## src/rtl/bp_fe_icache_arbiter_if.sv

```systemverilog
// Request-side bundle between the FE controller, the next-line prefetcher and the I$ packet port.
// The master modport is the FE/I$ environment; the slave modport is the arbiter itself.
interface bp_fe_icache_arbiter_if #(
    parameter int vaddr_width_p = 39,
    parameter int pf_fifo_els_p = 2
);
    localparam int count_width_lp = $clog2(pf_fifo_els_p + 1);

    logic                      demand_v_i;
    logic [vaddr_width_p-1:0]  demand_vaddr_i;
    logic                      demand_force_i;
    logic                      demand_yumi_o;
    logic                      pf_trigger_v_i;
    logic [vaddr_width_p-1:0]  pf_trigger_vaddr_i;
    logic                      flush_i;
    logic                      icache_v_o;
    logic [vaddr_width_p-1:0]  icache_vaddr_o;
    logic                      icache_spec_o;
    logic                      icache_yumi_i;
    logic                      pf_drop_o;
    logic [count_width_lp-1:0] pf_count_o;

    modport master (
        output demand_v_i, demand_vaddr_i, demand_force_i,
        output pf_trigger_v_i, pf_trigger_vaddr_i, flush_i, icache_yumi_i,
        input  demand_yumi_o, icache_v_o, icache_vaddr_o, icache_spec_o,
        input  pf_drop_o, pf_count_o
    );

    modport slave (
        input  demand_v_i, demand_vaddr_i, demand_force_i,
        input  pf_trigger_v_i, pf_trigger_vaddr_i, flush_i, icache_yumi_i,
        output demand_yumi_o, icache_v_o, icache_vaddr_o, icache_spec_o,
        output pf_drop_o, pf_count_o
    );
endinterface

```

## src/rtl/bp_fe_icache_arbiter.sv

```systemverilog
// Shares the I$ request port between demand fetches and a small queue of next-line prefetches.
// Demand wins by default; a saturating starvation counter forces one prefetch out periodically.
module bp_fe_icache_arbiter #(
    parameter int vaddr_width_p  = 39,
    parameter int block_bytes_p  = 64,
    parameter int pf_fifo_els_p  = 2,
    parameter int starve_limit_p = 7
) (
    input  logic                     clk_i,
    input  logic                     reset_n_i,
    bp_fe_icache_arbiter_if.slave    bus_if
);

    localparam int lc_ptr_w    = $clog2(pf_fifo_els_p);
    localparam int lc_cnt_w    = $clog2(pf_fifo_els_p + 1);
    localparam int lc_starve_w = $clog2(starve_limit_p + 1);

    localparam logic [vaddr_width_p-1:0] lc_block      = vaddr_width_p'(block_bytes_p);
    localparam logic [vaddr_width_p-1:0] lc_off_mask   = vaddr_width_p'(block_bytes_p - 1);
    localparam logic [lc_cnt_w-1:0]      lc_full       = lc_cnt_w'(pf_fifo_els_p);
    localparam logic [lc_starve_w-1:0]   lc_starve_max = lc_starve_w'(starve_limit_p);

    logic [vaddr_width_p-1:0] r_mem [pf_fifo_els_p];
    logic [lc_ptr_w-1:0]      r_rd_ptr;
    logic [lc_ptr_w-1:0]      r_wr_ptr;
    logic [lc_cnt_w-1:0]      r_count;
    logic [lc_starve_w-1:0]   r_starve;

    logic [vaddr_width_p-1:0] w_pf_vaddr;
    logic [vaddr_width_p-1:0] w_head_vaddr;
    logic [vaddr_width_p-1:0] w_last_vaddr;
    logic                     w_empty;
    logic                     w_full;
    logic                     w_dup;
    logic                     w_sel_pf;
    logic                     w_pf_grant;
    logic                     w_dmd_grant;
    logic                     w_try_enq;
    logic                     w_enq;
    logic                     w_drop;
    logic [lc_cnt_w-1:0]      w_count_next;
    logic [lc_starve_w-1:0]   w_starve_next;

    // Next-line target: align down to the block, step one block; wrap past the top is legal.
    assign w_pf_vaddr   = (bus_if.pf_trigger_vaddr_i & ~lc_off_mask) + lc_block;

    assign w_empty      = (r_count == '0);
    assign w_full       = (r_count == lc_full);
    assign w_head_vaddr = r_mem[r_rd_ptr];
    assign w_last_vaddr = r_mem[r_wr_ptr - lc_ptr_w'(1)];

    // Only the youngest live entry is compared; an empty queue never suppresses.
    assign w_dup        = ~w_empty & (w_last_vaddr == w_pf_vaddr);

    assign w_sel_pf     = ~w_empty & ~bus_if.demand_force_i
                        & (~bus_if.demand_v_i | (r_starve == lc_starve_max));
    assign w_pf_grant   = bus_if.icache_yumi_i & w_sel_pf;
    assign w_dmd_grant  = bus_if.icache_yumi_i & ~w_sel_pf & bus_if.demand_v_i;

    // A full queue still takes the trigger when its head leaves in the same cycle.
    assign w_try_enq    = bus_if.pf_trigger_v_i & ~bus_if.flush_i & ~w_dup;
    assign w_enq        = w_try_enq & (~w_full | w_pf_grant);
    assign w_drop       = w_try_enq & w_full & ~w_pf_grant;

    assign w_count_next = bus_if.flush_i ? '0
                        : r_count + lc_cnt_w'(w_enq) - lc_cnt_w'(w_pf_grant);

    // NOTE: every signal assigned in always_comb gets a default first, so no path leaves it
    // unassigned and no latch is inferred.
    always_comb begin
        w_starve_next = r_starve;
        if (bus_if.flush_i || w_pf_grant || (w_count_next == '0)) begin
            w_starve_next = '0;
        end else if (w_dmd_grant && !w_empty && (r_starve != lc_starve_max)) begin
            w_starve_next = r_starve + lc_starve_w'(1);
        end
    end

    // NOTE: queue storage has no reset; r_count alone says which slots hold live entries,
    // so clearing the data would only add reset fan-out.
    always_ff @(posedge clk_i) begin
        if (w_enq) begin
            r_mem[r_wr_ptr] <= w_pf_vaddr;
        end
    end

    // NOTE: state registers use non-blocking assignments so every flop samples the pre-edge
    // values and the update order inside the block does not matter.
    always_ff @(posedge clk_i) begin
        if (!reset_n_i) begin
            r_rd_ptr <= '0;
            r_wr_ptr <= '0;
            r_count  <= '0;
            r_starve <= '0;
        end else begin
            r_count  <= w_count_next;
            r_starve <= w_starve_next;
            if (bus_if.flush_i) begin
                r_rd_ptr <= '0;
                r_wr_ptr <= '0;
            end else begin
                if (w_pf_grant) begin
                    r_rd_ptr <= r_rd_ptr + lc_ptr_w'(1);
                end
                if (w_enq) begin
                    r_wr_ptr <= r_wr_ptr + lc_ptr_w'(1);
                end
            end
        end
    end

    // Outputs are held quiet for the whole reset cycle, including the combinational demand path.
    always_comb begin
        bus_if.icache_v_o     = 1'b0;
        bus_if.icache_vaddr_o = bus_if.demand_vaddr_i;
        bus_if.icache_spec_o  = 1'b0;
        bus_if.demand_yumi_o  = 1'b0;
        bus_if.pf_drop_o      = 1'b0;
        bus_if.pf_count_o     = '0;
        if (reset_n_i) begin
            bus_if.pf_count_o    = r_count;
            bus_if.pf_drop_o     = w_drop;
            bus_if.demand_yumi_o = w_dmd_grant;
            if (w_sel_pf) begin
                bus_if.icache_v_o     = 1'b1;
                bus_if.icache_vaddr_o = w_head_vaddr;
                bus_if.icache_spec_o  = 1'b1;
            end else begin
                bus_if.icache_v_o     = bus_if.demand_v_i;
            end
        end
    end

endmodule

```

## src/flat_wrapper.sv

```systemverilog
// flat-port wrapper written by rule: the top's interface ports become plain ports
module bp_fe_icache_arbiter_flat 
#(
    parameter int vaddr_width_p  = 39,
    parameter int block_bytes_p  = 64,
    parameter int pf_fifo_els_p  = 2,
    parameter int starve_limit_p = 7
)
  (clk_i, reset_n_i, bus_if_demand_v_i, bus_if_demand_vaddr_i, bus_if_demand_force_i, bus_if_pf_trigger_v_i, bus_if_pf_trigger_vaddr_i, bus_if_flush_i, bus_if_icache_yumi_i, bus_if_demand_yumi_o, bus_if_icache_v_o, bus_if_icache_vaddr_o, bus_if_icache_spec_o, bus_if_pf_drop_o, bus_if_pf_count_o);
  bp_fe_icache_arbiter_if #(.vaddr_width_p(vaddr_width_p), .pf_fifo_els_p(pf_fifo_els_p)) bus_if_i ();
  input  logic clk_i;
  input  logic reset_n_i;
  input wire logic [$bits(bus_if_i.demand_v_i)-1:0] bus_if_demand_v_i;
  input wire logic [$bits(bus_if_i.demand_vaddr_i)-1:0] bus_if_demand_vaddr_i;
  input wire logic [$bits(bus_if_i.demand_force_i)-1:0] bus_if_demand_force_i;
  input wire logic [$bits(bus_if_i.pf_trigger_v_i)-1:0] bus_if_pf_trigger_v_i;
  input wire logic [$bits(bus_if_i.pf_trigger_vaddr_i)-1:0] bus_if_pf_trigger_vaddr_i;
  input wire logic [$bits(bus_if_i.flush_i)-1:0] bus_if_flush_i;
  input wire logic [$bits(bus_if_i.icache_yumi_i)-1:0] bus_if_icache_yumi_i;
  output wire logic [$bits(bus_if_i.demand_yumi_o)-1:0] bus_if_demand_yumi_o;
  output wire logic [$bits(bus_if_i.icache_v_o)-1:0] bus_if_icache_v_o;
  output wire logic [$bits(bus_if_i.icache_vaddr_o)-1:0] bus_if_icache_vaddr_o;
  output wire logic [$bits(bus_if_i.icache_spec_o)-1:0] bus_if_icache_spec_o;
  output wire logic [$bits(bus_if_i.pf_drop_o)-1:0] bus_if_pf_drop_o;
  output wire logic [$bits(bus_if_i.pf_count_o)-1:0] bus_if_pf_count_o;
  assign bus_if_i.demand_v_i = bus_if_demand_v_i;
  assign bus_if_i.demand_vaddr_i = bus_if_demand_vaddr_i;
  assign bus_if_i.demand_force_i = bus_if_demand_force_i;
  assign bus_if_i.pf_trigger_v_i = bus_if_pf_trigger_v_i;
  assign bus_if_i.pf_trigger_vaddr_i = bus_if_pf_trigger_vaddr_i;
  assign bus_if_i.flush_i = bus_if_flush_i;
  assign bus_if_i.icache_yumi_i = bus_if_icache_yumi_i;
  assign bus_if_demand_yumi_o = bus_if_i.demand_yumi_o;
  assign bus_if_icache_v_o = bus_if_i.icache_v_o;
  assign bus_if_icache_vaddr_o = bus_if_i.icache_vaddr_o;
  assign bus_if_icache_spec_o = bus_if_i.icache_spec_o;
  assign bus_if_pf_drop_o = bus_if_i.pf_drop_o;
  assign bus_if_pf_count_o = bus_if_i.pf_count_o;
  bp_fe_icache_arbiter #(.vaddr_width_p(vaddr_width_p), .block_bytes_p(block_bytes_p), .pf_fifo_els_p(pf_fifo_els_p), .starve_limit_p(starve_limit_p)) u_core (.clk_i(clk_i), .reset_n_i(reset_n_i), .bus_if(bus_if_i));
endmodule
```

## config.mk

```make
export PLATFORM = sky130hd
export DESIGN_NAME = bp_fe_icache_arbiter_flat
export DESIGN_NICKNAME = d
export VERILOG_FILES = /design/src/rtl/bp_fe_icache_arbiter_if.sv /design/src/rtl/bp_fe_icache_arbiter.sv /design/src/flat_wrapper.sv
export SDC_FILE = /design/constraint.sdc
export NUM_CORES = 1
export LEC_CHECK = 0
export BUFFER_PORTS_ARGS = -buffer_cell sky130_fd_sc_hd__buf_2
export CAP_MARGIN = 25
export CORE_ASPECT_RATIO = 1.1
export CORE_UTILIZATION = 43
export CTS_CLUSTER_SIZE = 24
export DETAILED_ROUTE_END_ITERATION = 12
export PLACE_DENSITY = 0.79
export SYNTH_ARGS = -nofsm -noshare
export SYNTH_HDL_FRONTEND = slang
export SYNTH_SLANG_ARGS = --single-unit
```

## constraint.sdc

```tcl
create_clock -name clk_i -period 10.1 [get_ports clk_i]
set_input_delay 0.505 -clock clk_i [delete_from_list [all_inputs] [get_ports clk_i]]
set_output_delay 0.505 -clock clk_i [all_outputs]
set_load 0.005 [all_outputs]
```

=== After elaboration in Yosys (flattened, before gate mapping) ===
Memory sizes are Yosys's and may differ from the RTL's. A register that Yosys moved wholly into a read port is not among the register bits.
Cells that the tools add are included.

* Bits in registers: 7
* Bits in writable memories: 78
* Input bits: 85
* Output and inout port bits: 45
* Word-level logic and storage cells: 61
* Memories kept: 1

* $add $sub $neg: 7
* Eq/ne operators: 4
* Mux-type cells: 14
* Bitwise operators: 22
* Reduce and logical (&&, ||, !) cells: 9

{| class="wikitable"
|+ Memory list
! name !! words !! bits a word !! read ports !! clocked after memory_dff !! write ports !! line !! text
|-
| u_core.r_mem || 2 || 39 || 2 || 1 || 1 || bp_fe_icache_arbiter.sv:23 || <nowiki>logic [vaddr_width_p-1:0] r_mem [pf_fifo_els_p];</nowiki>
|}

{| class="wikitable"
|+ Operator list
! operator !! number
|-
| two-way mux 39 bit || 2
|-
| adder 39 x 7 -> 39 bit, second input constant || 1
|-
| equality test 39 bit || 1
|-
| bitwise AND 1 bit || 11
|-
| two-way mux 1 bit || 10
|-
| inverter 1 bit || 9
|-
| zero test 2 bit || 2
|-
| two-way mux 2 bit || 2
|-
| OR reduction 2 bit || 2
|-
| adder 3 x 1 -> 3 bit, second input constant || 1
|-
| equality test 3 bit, second input constant || 1
|-
| inequality test 3 bit, second input constant || 1
|-
| adder 1 bit, second input constant || 2
|-
| adder 2 x 1 -> 2 bit || 1
|-
| equality test 2 bit, second input constant || 1
|-
| logical AND 1 bit || 2
|-
| logical OR 1 bit || 2
|-
| OR 1 bit || 2
|-
| subtractor 2 x 1 -> 2 bit || 1
|-
| zero test 1 bit || 1
|-
| subtractor 1 bit, second input constant || 1
|}

=== Longest topological paths before layout ===
* Depth after elaboration: 13
* Depth in mapped cells: 16
* Mapped depth without buffers: 15

=== Worst setup path after synthesis ===
Ideal clock, no wire load.

* Kind: input to register
* From: in bus_if_pf_trigger_vaddr_i[14]
* To: mem u_core.r_mem[0][10], enable pin
* Setup time: 0.393 ns
* Arrival time: 3.663 ns
* Required time: 9.707 ns
* Setup slack: 6.044 ns
* Cell stages on the path: 10
* Path through: buf_2 nand4_1 nor4_1 nand4_1 xnor3_1 o211ai_1 nor4_1 and4b_1 a211oi_2 and2_1

* Cells in the longest elaborated chain, start to end: 8

{| class="wikitable"
|+ RTL lines
! what !! line !! text
|-
| from (decl) || flat_wrapper.sv:17 || <nowiki>input wire logic [$bits(bus_if_i.pf_trigger_vaddr_i)-1:0] bus_if_pf_trigger_vaddr_i;</nowiki>
|-
| adder 39 x 7 -> 39 bit || bp_fe_icache_arbiter.sv:45 || <nowiki>assign w_pf_vaddr = (bus_if.pf_trigger_vaddr_i & ~lc_off_mask) + lc_block;</nowiki>
|-
| equality test 39 bit || bp_fe_icache_arbiter.sv:53 || <nowiki>assign w_dup = ~w_empty & (w_last_vaddr == w_pf_vaddr);</nowiki>
|-
| bitwise AND 1 bit || bp_fe_icache_arbiter.sv:53 ||
|-
| inverter 1 bit || bp_fe_icache_arbiter.sv:61 || <nowiki>assign w_try_enq = bus_if.pf_trigger_v_i & ~bus_if.flush_i & ~w_dup;</nowiki>
|-
| bitwise AND 1 bit || bp_fe_icache_arbiter.sv:61 ||
|-
| bitwise AND 1 bit || bp_fe_icache_arbiter.sv:62 || <nowiki>assign w_enq = w_try_enq & (~w_full | w_pf_grant);</nowiki>
|-
| via u_core.w_enq || bp_fe_icache_arbiter.sv:39 || <nowiki>logic w_enq;</nowiki>
|-
| two-way mux 1 bit || bp_fe_icache_arbiter.sv:82 || <nowiki>if (w_enq) begin</nowiki>
|-
| two-way mux 1 bit (not written as such) || bp_fe_icache_arbiter.sv:83 || <nowiki>r_mem[r_wr_ptr] <= w_pf_vaddr;</nowiki>
|-
| to (decl) || bp_fe_icache_arbiter.sv:23 ||
|}

The timed path passes the listed nets, and every way through them passes these cells.

=== Worst setup path after layout ===
* From: reg u_core.r_wr_ptr
* To: reg u_core.r_starve[1]

* Cells in the longest elaborated chain, start to end: 13

{| class="wikitable"
|+ RTL lines
! what !! line !! text
|-
| from (decl) || bp_fe_icache_arbiter.sv:25 || <nowiki>logic [lc_ptr_w-1:0] r_wr_ptr;</nowiki>
|-
| from (signal assigned) || bp_fe_icache_arbiter.sv:106 || <nowiki>r_wr_ptr <= r_wr_ptr + lc_ptr_w'(1);</nowiki>
|-
| subtractor 1 bit || bp_fe_icache_arbiter.sv:50 || <nowiki>assign w_last_vaddr = r_mem[r_wr_ptr - lc_ptr_w'(1)];</nowiki>
|-
| memory read (2 x 39 bit) || -- ||
|-
| equality test 39 bit || bp_fe_icache_arbiter.sv:53 ||
|-
| bitwise AND 1 bit || bp_fe_icache_arbiter.sv:53 ||
|-
| inverter 1 bit || bp_fe_icache_arbiter.sv:61 ||
|-
| bitwise AND 1 bit || bp_fe_icache_arbiter.sv:61 ||
|-
| bitwise AND 1 bit || bp_fe_icache_arbiter.sv:62 ||
|-
| via u_core.w_enq || bp_fe_icache_arbiter.sv:39 ||
|-
| adder 2 x 1 -> 2 bit || bp_fe_icache_arbiter.sv:66 || <nowiki>: r_count + lc_cnt_w'(w_enq) - lc_cnt_w'(w_pf_grant);</nowiki>
|-
| subtractor 2 x 1 -> 2 bit || bp_fe_icache_arbiter.sv:66 ||
|-
| two-way mux 2 bit || bp_fe_icache_arbiter.sv:65 || <nowiki>assign w_count_next = bus_if.flush_i ? '0</nowiki>
|-
| zero test 2 bit || bp_fe_icache_arbiter.sv:72 || <nowiki>if (bus_if.flush_i || w_pf_grant || (w_count_next == '0)) begin</nowiki>
|-
| logical OR 1 bit || bp_fe_icache_arbiter.sv:72 ||
|-
| OR reduction 2 bit (no line) || -- ||
|-
| to (signal assigned) || bp_fe_icache_arbiter.sv:97 || <nowiki>r_starve <= w_starve_next;</nowiki>
|-
| to (decl) || bp_fe_icache_arbiter.sv:27 || <nowiki>logic [lc_starve_w-1:0] r_starve;</nowiki>
|}

The timed path passes the listed nets, and every way through them passes these cells.
A chain may end at the register's enable or synchronous reset.

==> out/metrics.yaml <==
drt:
  firstDrtPassIters: 4
  ant_nets: 0
  vias_per_cell: 5.28
  dr.first_iter.drc_count: 197
  vias: 3899
  drc: 0
  wirelength_um: 11700
  route.detailed.wl_per_inst_um: 15.9
global_routing:
  grt_pass1_wl_um: 17800
  antenna_found_initial: 1
  grt_overflow: 0
  grt_max_degree: 43
  first_global_vias: 3724
  grt_usage_pct: 20.5
critical_path:
  critical_path.top_delay_family: "simple AND/OR/NAND/NOR gates"
  required_ns: 10.32
  critPathLaunch: "u_core.r_wr_ptr"
  crit_path_end_kind: "flop"
  max_stage_delay_ns: 0.70
  cp_data_arrival_time_ns: 4.59
  crit_fanout: 20
  critPathKind: "flop to flop"
  r2r_slack_ns: 5.73
  rr_endpoint: "u_core.r_starve[1]"
  path_depth: 15
  reg2reg_from: "u_core.r_wr_ptr"
  startpoint_type: "flop"
  r2r_cells: 15
  critical_path.cell_chain: "buf_4 -> mux2i_1 -> xnor2_1 -> or4b_2 -> o211ai_1 -> nand4_1 -> nor4_1 -> and4b_1 -> a211oi_2 -> ha_1 -> xor2_1 -> xnor2_1 -> nor2_1 -> o21ai_0 -> nor2_1"
  slowest_stage: "dfxtp_2"
  path_buf_inv: 1
  cp-endpoint: "u_core.r_starve[1]"
place:
  place_ws_ns: 5.46
  hpwlAfterDp_um: 8660
  routabilityCongestion: 0.938
  placed_area_um2: 5630
  portBuffers: 123
  placed_cells: 720
yosys:
  synthFlopType: "edfxtp_1"
  ys_top_cells_by_area: "edfxtp_1, mux2i_1, xnor2_1"
  synth-edff-count: 66
  yosysWarnings: 0
  syn-cell-area_um2: 4870
  seq_area_frac_synth_pct: 44.0
  ys_types: 46
  synth_top_area_share_pct: 40.7
  netlist_instances: 465
  syn_avg_cell_area_um2: 10.5
  syn_nets: 555
  synthArstFlopShare_pct: 0
  synth-seq-cells: 74
  yosysTopAreaCell: "edfxtp_1"
cells_and_area:
  finalNonFillerCells: 738
  final_core_util_pct: 54.2
  syn_to_final_growth_pct: 22.1
  final_cell_area_um2: 5950
  drive_above_1_share_pct: 26.8
  fin_nets: 675
  mostFrequentLayoutCell: "buf_2"
  final_cell_mix: "buf_2, mux2i_1, edfxtp_1, nand2_1, xnor2_1"
clocking:
  cts_max_level: 3
  cts_tree: "yes"
  cts-buffers-inserted: 9
  cts.sink_count: 74
  clockRootBuffer: "clkbuf_16"
  path_clk_slew_ns: 0.06
  cts_setup_buffers: 0
  clkLatencyLatePin_ns: 0.34
  ctsResizeCount: 0
  hold_buffers: 0
  cts_buffer_depth: 2
sta:
  min_period_ns: 4.37
  hold_ws_ns: 0.506
  final-setup-viol-count: 0
  rsz0062_at_grt: "no"
  clock_skew_ns: 0.00954
  slew_viol_final: 0
  max_slew.worst_pin.slew_ns: 1.03
  postLayoutSetupSlackWorst_ns: 5.73
  fmax_mhz: 229
  final-hold-violation-count: 0
  max_slew_margin_pct: 30.7
  fin_setup_tns_ns: 0
  post-route-period-util_pct: 43.3
die:
  ios: 130
  core-area_um2: 11000
  initial_core_util_pct: 44.4
  dieWidth_um: 103
  dieHeight_um: 114
  std_cell_rows: 40
  dieArea_um2: 11800
pwr:
  p_leak_nw: 2.24
  ir_drop_uv: 58.8
  total_power_uw: 763
  powerDensity_nw_per_um2: 128
run:
  max_cap_violations: 0
worst_hold_path:
  hp-class: "flop to flop"
status:
  outcome: "completed"
## report_power, final
group,switching [mW],internal (mW)
Clock,0.127,0.190
Sequential,0.00513,0.343
Combinational,0.0522,0.0444
## worst min path at each step
| stage | start | end | slack, ns | cells after the start |
|---|---|---|---|---|
| floorplan | u_core.r_starve[1] | u_core.r_starve[1] | 0.46 | 2 |
| global placement | u_core.r_starve[1] | u_core.r_starve[1] | 0.48 | 2 |
| detailed placement | u_core.r_starve[2] | u_core.r_starve[2] | 0.50 | 2 |
| CTS | bus_if_pf_trigger_vaddr_i[38] | u_core.r_mem[0][38] | 0.51 | 2 |
| global route | bus_if_pf_trigger_vaddr_i[6] | u_core.r_mem[0][6] | 0.53 | 2 |
| finish | u_core.r_starve[2] | u_core.r_starve[2] | 0.51 | 2 |
## state kept, by name, summed over array words and instances (netlist names), named ones only
signal and count:
u_core.r_starve 3, u_core.r_mem 66, u_core.r_count 2, u_core.r_wr_ptr 1, u_core.r_rd_ptr 1
## routing by layer
layer	routed length, um	vias to the layer above	global-route usage [%]	part of all wire, %
li1	-	1950	-	-
met1	4950	1809	24.0	42
met2	5920	128	36.5	50
met3	705	12	4.04	6.0
met4	148	0	7.61	1.3
met5	0	-	0	0
## cell usage after synthesis, types with 4 or more instances
master    instances
and3_1            4
nor4_1           12
dfxtp_1           8
nor3_1           12
xnor2_1          39
edfxtp_1         66
nor2_1           21
o21ai_0          37
ha_1              5
mux2i_1          69
nand2_1          46
inv_1             9
buf_2             6
nand3_1          20
nand4_1          15
and2_1           13
clkbuf_1         14
xor2_1           27
## cells by family after synthesis
family | synth area share [%]
AO/OA/AOI/OAI | 6.14
buffers and inverters | 2.39
flip-flops | 44.0
multiplexers | 14.5
adder cells (fa/ha/maj) | 1.49
AND/OR/NAND/NOR | 18.2
XOR/XNOR | 13.3
## worst reg2reg max path: cells and delay by family, from the launching register on
kind / cells / cell delay, ns
AOI/OAI and AO/OA: 3 / 0.54
xor gates and xnor gates: 3 / 0.49
adders and majority gates: 1 / 0.24
buffers and inverters: 1 / 0.42
DFF: 1 / 0.70
muxes: 1 / 0.27
and+or+nand+nor: 6 / 1.59
## cell type report
class	count	area [um^2]
Multi-Input combinational cell	362	2610
Inverter	9	33.8
Antenna cell	1	2.50
Timing Repair Buffer	129	673
Clock inverter	7	70.1
Tap cell	147	184
Sequential cell	74	2140
Fill cell	992	5010
Clock buffer	9	225
Power figures use the tool's default switching activity.
